==> config.mk <==
export PLATFORM = sky130hd
export DESIGN_NAME = axis_cpu_loader
export DESIGN_NICKNAME = d
export VERILOG_FILES = /design/src/rtl/axis_cpu_loader.sv
export SDC_FILE = /design/constraint.sdc
export NUM_CORES = 1
export LEC_CHECK = 0
export CORE_UTILIZATION = 38
export DETAILED_ROUTE_END_ITERATION = 10
export PLACE_DENSITY = 0.81
export SKIP_CTS_REPAIR_TIMING = 1
export SLEW_MARGIN = 10
export SYNTH_ARGS = -nofsm -noshare
export SYNTH_HDL_FRONTEND = slang
export SYNTH_SLANG_ARGS = --single-unit
==> constraint.sdc <==
create_clock -name clk -period 1.99 [get_ports clk]
set_input_delay 0.199 -clock clk [delete_from_list [all_inputs] [get_ports clk]]
set_output_delay 0.199 -clock clk [all_outputs]
set_load 0.02 [all_outputs]
==> src/rtl/axis_cpu_loader.sv <==
`default_nettype none
// +---------------------------------------------------------------------------+
// | axis_cpu_loader: streams an AXIS program image into a CPU programming port |
// | as HOLD / (WADDR, data)* / RELEASE commands, then checks the CPU response. |
// | Optional macro LOADER_TIMEOUT_EN bounds the wait for that response.        |
// | Revision: 1.0                                                              |
// +---------------------------------------------------------------------------+
module axis_cpu_loader #(
  parameter int CODE_ADDR_WIDTH = 10,
  parameter int RESP_TIMEOUT    = 1024
) (
  input  logic                       clk,
  input  logic                       rst,
  input  logic [31:0]                prog_TDATA,
  input  logic                       prog_TVALID,
  output logic                       prog_TREADY,
  input  logic                       prog_TLAST,
  input  logic [CODE_ADDR_WIDTH-1:0] start_addr,
  output logic [31:0]                cmd_TDATA,
  output logic                       cmd_TVALID,
  input  logic [31:0]                resp_TDATA,
  input  logic                       resp_TVALID,
  output logic                       busy,
  output logic                       done,
  output logic                       err
);

  localparam int         c_cnt_w      = CODE_ADDR_WIDTH + 1;
  localparam logic [7:0] c_op_hold    = 8'h01;
  localparam logic [7:0] c_op_waddr   = 8'h03;
  localparam logic [7:0] c_op_release = 8'h04;

  typedef enum logic [2:0] {
    S_IDLE, S_HOLD, S_HDR, S_DATA, S_DRAIN, S_RELEASE, S_WAIT_RESP
  } state_t;

  state_t                     r_state, w_state_nxt;
  logic [CODE_ADDR_WIDTH-1:0] r_addr;
  logic [c_cnt_w-1:0]         r_count, w_count_inc;
  logic                       r_err, r_done, r_armed;
  logic                       w_load, w_accept, w_finish, w_set_err, w_timeout;
  logic [31:0]                w_release;

  assign w_count_inc = r_count + 1'b1;
  assign w_release   = {c_op_release, 8'h00, 16'(r_count)};
  assign busy        = (r_state != S_IDLE);
  assign done        = r_done;
  assign err         = r_err;

`ifdef LOADER_TIMEOUT_EN
  localparam int c_tmo_w = $clog2(RESP_TIMEOUT + 1);
  logic [c_tmo_w-1:0] r_tmo;

  always_ff @(posedge clk or negedge rst) begin
    if (!rst)                        r_tmo <= '0;
    else if (r_state == S_RELEASE)   r_tmo <= '0;
    else if (r_state == S_WAIT_RESP) r_tmo <= r_tmo + 1'b1;
  end

  assign w_timeout = (r_state == S_WAIT_RESP) && (r_tmo == c_tmo_w'(RESP_TIMEOUT - 1));
`else
  assign w_timeout = 1'b0;
`endif

  always_ff @(posedge clk or negedge rst) begin
    if (!rst) r_state <= S_IDLE;
    else      r_state <= w_state_nxt;
  end

  always_comb begin
    w_state_nxt = r_state;
    cmd_TVALID  = 1'b0;
    cmd_TDATA   = 32'h0;
    prog_TREADY = 1'b0;
    w_load      = 1'b0;
    w_accept    = 1'b0;
    w_finish    = 1'b0;
    w_set_err   = 1'b0;
    case (r_state)
      S_IDLE: begin
        // r_armed holds off the first load until one edge after reset release
        if (r_armed && prog_TVALID) begin
          w_load      = 1'b1;
          w_state_nxt = S_HOLD;
        end
      end
      S_HOLD: begin
        cmd_TVALID  = 1'b1;
        cmd_TDATA   = {c_op_hold, 24'h0};
        w_state_nxt = S_HDR;
      end
      S_HDR: begin
        if (prog_TVALID) begin
          cmd_TVALID  = 1'b1;
          cmd_TDATA   = {c_op_waddr, 24'(r_addr)};
          w_state_nxt = S_DATA;
        end
      end
      S_DATA: begin
        prog_TREADY = 1'b1;
        if (prog_TVALID) begin
          w_accept   = 1'b1;
          cmd_TVALID = 1'b1;
          cmd_TDATA  = prog_TDATA;
          if (prog_TLAST) begin
            w_state_nxt = S_RELEASE;
          end else if (w_count_inc[c_cnt_w-1]) begin
            // count hit 2^CODE_ADDR_WIDTH: the image no longer fits
            w_set_err   = 1'b1;
            w_state_nxt = S_DRAIN;
          end else begin
            w_state_nxt = S_HDR;
          end
        end
      end
      S_DRAIN: begin
        prog_TREADY = 1'b1;
        if (prog_TVALID && prog_TLAST) w_state_nxt = S_RELEASE;
      end
      S_RELEASE: begin
        cmd_TVALID  = 1'b1;
        cmd_TDATA   = w_release;
        w_state_nxt = S_WAIT_RESP;
      end
      S_WAIT_RESP: begin
        if (resp_TVALID) begin
          w_finish    = 1'b1;
          w_set_err   = (resp_TDATA != w_release);
          w_state_nxt = S_IDLE;
        end else if (w_timeout) begin
          w_finish    = 1'b1;
          w_set_err   = 1'b1;
          w_state_nxt = S_IDLE;
        end
      end
      default: w_state_nxt = S_IDLE;
    endcase
  end

  always_ff @(posedge clk or negedge rst) begin
    if (!rst) begin
      r_addr  <= '0;
      r_count <= '0;
      r_err   <= 1'b0;
      r_done  <= 1'b0;
      r_armed <= 1'b0;
    end else begin
      r_armed <= 1'b1;
      r_done  <= w_finish;
      if (w_load) begin
        r_addr  <= start_addr;
        r_count <= '0;
        r_err   <= 1'b0;
      end
      if (w_accept) begin
        r_addr  <= r_addr + 1'b1;
        r_count <= w_count_inc;
      end
      if (w_set_err) r_err <= 1'b1;
    end
  end

endmodule
`default_nettype wire
==> impl_summary.txt, run 1 <==
----------------------------------------------------
[Final layout]
  Total area of sequential cells ... around 680 um^2
  Number of fill cells in the layout ... 384
  Non-Filler Instances ... between 400 and 500
  Diode insertion count for antenna repair ... 0
  Fraction of final layout cells with drive strength greater than 1 ... around 19%
  Total area of multi-input combinational cells ... between 1000 and 1500 um^2
  Net count of the finished layout ... 460
  Signed area change from the synthesized netlist to the final layout ... 70.5%

[Power and ir drop]
  Design Power ... around 3.2 mW
  Net switching share of the total power ... 43.5%
  Maximum vdd ir drop ... about 0.6 mV
  Leak Pwr ... approximately 1.7 nW
  Total power per unit cell area ... 941 nW/um^2
  Portion of total power attributed to combinational logic ... 60.3%
  Sw power ... 1.37 mW
  Internal Pwr Total ... 1.78 mW
  Register share of total power ... about 30%
  Power share of the clock group ... approximately a tenth

[Timing]
  Tmin final ... slightly below 2 ns
  Ratio of final minimum period to clock period ... around 99%
  Layout Skew ... ~0.0015 ns
  Number of hold violations in the final report ... 0
  Number of endpoints failing setup at the final stage ... 0
  Top achievable clock speed ... 506 MHz
  RSZ-0062 raised after global routing ... yes
  Pins over their slew limit ... 0
  Worst hold slack ... 0.294 ns

[Global routing]
  Global-route wire length before repair ... 10100 um
  Total routing resource utilization after global routing ... between 20 and 25%
  GRT overflow ... 0
  Number of global-route vias before repair ... ~2200
  Antenna violations before repair ... 0
  Maximum number of pins on one net before global-route repair ... 28

[Die]
  Area of the die ... between 5000 and 6000 um^2
  Horizontal die dimension ... ~74 um
  Cell Rows ... 25
  Area inside the core boundary ... a little under 5000 um^2
  Die Span Y ... roughly 74 um
  Count of boundary I/O pins ... ~120
  Initial core utilization ... between 40 and 50%

[Setup path]
  Register-to-Register Setup Slack ... roughly 0.22 ns
  Data arrival at the endpoint of the critical path ... roughly 1.8 ns
  Endpoint of the worst-slack reg-to-reg timing path ... r_addr[4]
  Kind of launch point of the worst setup path ... register
  R2R depth ... 7
  Cell-by-cell listing of the critical path ... nor2b_4, nand2_2, nor2_4, buf_6, buf_4, a222oi_1, inv_1, buf_2
  Critical path fanouts, max ... 6
  Max incr delay on CP ... around 0.45 ns
  Crit path required time ... approximately 1.8 ns
  Reg2Reg Launch Point ... r_state[1]
  Crit path launch ... r_state[2]
  Critical path class ... reg2out
  Endpoint kind of the worst setup timing path ... primary output
  Standard cell with the maximum stage delay on the critical path ... sky130_fd_sc_hd__dfrtp_2

[Placed design]
  HPWL after DPL ... 4890 um
  Number of instances in the placed design ... roughly 440
  RD Place Congestion ... approximately 0.86
  Number of buffer cells added on primary ports ... 115

[Synthesis]
  Synth Cell Area ... a little under 2000 um^2
  Mapped Cells ... around 240
  Number of synthesized register bits ... 27
  Proportion of register bits with asynchronous set or reset after synthesis ... 100%
  Mapped Nets ... 320
  Netlist cell types ... 47
  Primary FF master, synth ... sky130_fd_sc_hd__dfrtp_1
  Post-synth EDFFs ... 0
  Mean post-synth cell area ... 8.23 um^2
  Portion of the post-synthesis area used by sequential elements ... 34.4%
  Count of synthesis-stage warnings from yosys ... 0

[Clocking]
  Clock insertion delay at the later pin of the skew report ... 0.27 ns
  TritonCTS Sinks ... 27
  CTS root buf ... sky130_fd_sc_hd__clkbuf_8
  Total number of H-tree levels ... 1
  CTS clock-pin slew for the worst setup and hold paths ... 0.09 ns
  Num CTS Buffers ... 3
  Maximum buffer depth of the clock tree ... 2
  TritonCTS clock tree ... done

[Routing]
  Number of DRC markers after the initial detailed-route iteration ... about 140
  Wire length reported by the detailed router ... between 6000 and 7000 um
  Number of remaining DRC errors ... 0
  Per-cell routed wire length ... approximately 14 um
  Post-DR vias/cell ... approximately 5.3
  Vias ... 2372
  First-pass iteration count of the detailed router ... 8
  Antenna Violating Nets Remaining ... 0

[Worst hold path]
  Hold Path Class ... in2async

[Job]
  Max-cap viol count ... 0

[Status]
  Result of the run ... completed

----------------------------------------------------
==> synthesized netlist by cell type (2+ instances only) <==
library cell,count,share of area [%]
sky130_fd_sc_hd__inv_1,14,2.7
sky130_fd_sc_hd__nor3b_1,3,1.1
sky130_fd_sc_hd__xor2_1,11,4.9
sky130_fd_sc_hd__dfrtp_1,27,34
sky130_fd_sc_hd__nor2_2,3,0.95
sky130_fd_sc_hd__a222oi_1,10,5.1
sky130_fd_sc_hd__o21a_1,2,0.76
sky130_fd_sc_hd__o31ai_1,2,0.76
sky130_fd_sc_hd__nor4_1,5,1.6
sky130_fd_sc_hd__nand3_2,2,1.0
sky130_fd_sc_hd__a221o_1,4,2.0
sky130_fd_sc_hd__or4_1,2,0.76
sky130_fd_sc_hd__buf_6,2,1.1
sky130_fd_sc_hd__a21oi_1,7,1.8
sky130_fd_sc_hd__buf_4,2,0.76
sky130_fd_sc_hd__a31oi_1,3,0.95
sky130_fd_sc_hd__o21ai_0,28,7.1
sky130_fd_sc_hd__nor2_1,11,2.1
sky130_fd_sc_hd__nand3_1,13,3.3
sky130_fd_sc_hd__and3_1,7,2.2
sky130_fd_sc_hd__clkbuf_1,4,0.76
sky130_fd_sc_hd__mux2i_1,2,1.0
sky130_fd_sc_hd__nand2_1,26,5.0
sky130_fd_sc_hd__and2_1,18,5.7
sky130_fd_sc_hd__nor3_1,5,1.3
sky130_fd_sc_hd__buf_2,4,1.0
sky130_fd_sc_hd__ha_1,2,1.3
==> worst max path at each step <==
stage          slack [ns]  cells past startpoint      endpoint
6_report             0.01                      8  cmd_TDATA[4]
5_1_grt             -0.08                      8  cmd_TDATA[4]
4_1_cts             -0.44                      6  cmd_TDATA[1]
3_5_place_dp        -0.39                      7  cmd_TDATA[4]
3_3_place_gp        -0.41                      7  cmd_TDATA[1]
2_1_floorplan        0.44                      6    r_state[1]
==> power groups by stage <==
stage	logic [mW]	clock network (mW)	registers, mW
floorplan	1.03	0	0.896
global placement	1.91	0	0.933
detailed placement	1.94	0	0.943
CTS	1.95	0.314	0.932
global route	2.08	0.344	0.961
finish	1.90	0.312	0.939
==> per-stage QoR <==
stage | TNS (ns) | setup WS (ns) | utilization (%) | instance area, um^2
floorplan | 0 | 0.440 | - | 1970
global placement | -9.71 | -0.406 | 69.2 | 3360
detailed placement | -9.38 | -0.392 | 69.2 | 3360
CTS | -11.31 | -0.445 | 70.2 | 3400
global route | -0.329 | -0.0753 | 69.2 | 3350
finish | 0 | 0.0131 | 69.2 | 3350
==> layer usage <==
metal,GRT usage (%),share of wire [%],vias to the layer above,routed length [um]
met5,0,0,-,0
met4,7.69,1.2,0,76
met3,3.93,7.2,7,454
met2,42.3,51,111,3200
met1,30.4,41,1104,2600
li1,-,-,1150,-
==> logic make-up (layout without fill, tap and decap cells) <==
group                    count (synthesis)  after routing  synth area share (%)
AND/OR/NAND/NOR                        103            103                  28.4
AO/OA/AOI/OAI                           66             66                  22.6
flip-flops                              27             27                  34.4
buffers and inverters                   26            165                  6.36
XOR/XNOR                                12             12                  5.73
adder cells (fa/ha/maj)                  2              2                  1.27
multiplexers                             2              2                  1.02
other                                    1              1                 0.191
==> flip-flops by register name, indices dropped and copies added, names as in the netlist <==
name	count
r_addr	10
r_count	11
err	1
r_state	3
r_armed	1
done	1
==> cell usage in the layout (no fill, tap or decap), types with 10 or more instances in the layout <==
master / synthesis / routed
sky130_fd_sc_hd__clkdlybuf4s50_1: 0 / 80
sky130_fd_sc_hd__buf_4: 2 / 29
sky130_fd_sc_hd__o21ai_0: 28 / 28
sky130_fd_sc_hd__dfrtp_1: 27 / 26
sky130_fd_sc_hd__nand2_1: 26 / 25
sky130_fd_sc_hd__clkbuf_2: 0 / 20
sky130_fd_sc_hd__and2_1: 18 / 18
sky130_fd_sc_hd__inv_1: 14 / 14
sky130_fd_sc_hd__nand3_1: 13 / 13
sky130_fd_sc_hd__nor2_1: 11 / 11
sky130_fd_sc_hd__xor2_1: 11 / 11
sky130_fd_sc_hd__a222oi_1: 10 / 10
sky130_fd_sc_hd__dlymetal6s2s_1: 0 / 10
==> final cells by class <==
| cell class | count | area share [%] |
|---|---|---|
| Clock buffer | 4 | 1.34 |
| Inverter | 14 | 1.57 |
| Multi-Input combinational cell | 186 | 35.0 |
| Sequential cell | 27 | 20.2 |
| Tap cell | 67 | 2.50 |
| Timing Repair Buffer | 147 | 39.4 |
==> critical path: cells and delay by family (launching register included) <==
family	cells	cell delay (ns)
DFF	1	0.45
AOI/OAI and AO/OA	1	0.08
buffers and inverters	4	0.48
and+or+nand+nor	3	0.47
Power figures use the tool's default switching activity.
==> run 2, diff against run 1 <==
--- a/config.mk
+++ b/config.mk
@@ -5,11 +5,11 @@
 export SDC_FILE = /design/constraint.sdc
 export NUM_CORES = 1
 export LEC_CHECK = 0
+export CAP_MARGIN = 10
 export CORE_UTILIZATION = 38
 export DETAILED_ROUTE_END_ITERATION = 10
 export PLACE_DENSITY = 0.81
 export SKIP_CTS_REPAIR_TIMING = 1
-export SLEW_MARGIN = 10
 export SYNTH_ARGS = -nofsm -noshare
 export SYNTH_HDL_FRONTEND = slang
 export SYNTH_SLANG_ARGS = --single-unit
==> results of run 2 <==
The final DEF is identical to that of run 1; final timing and power are the same.
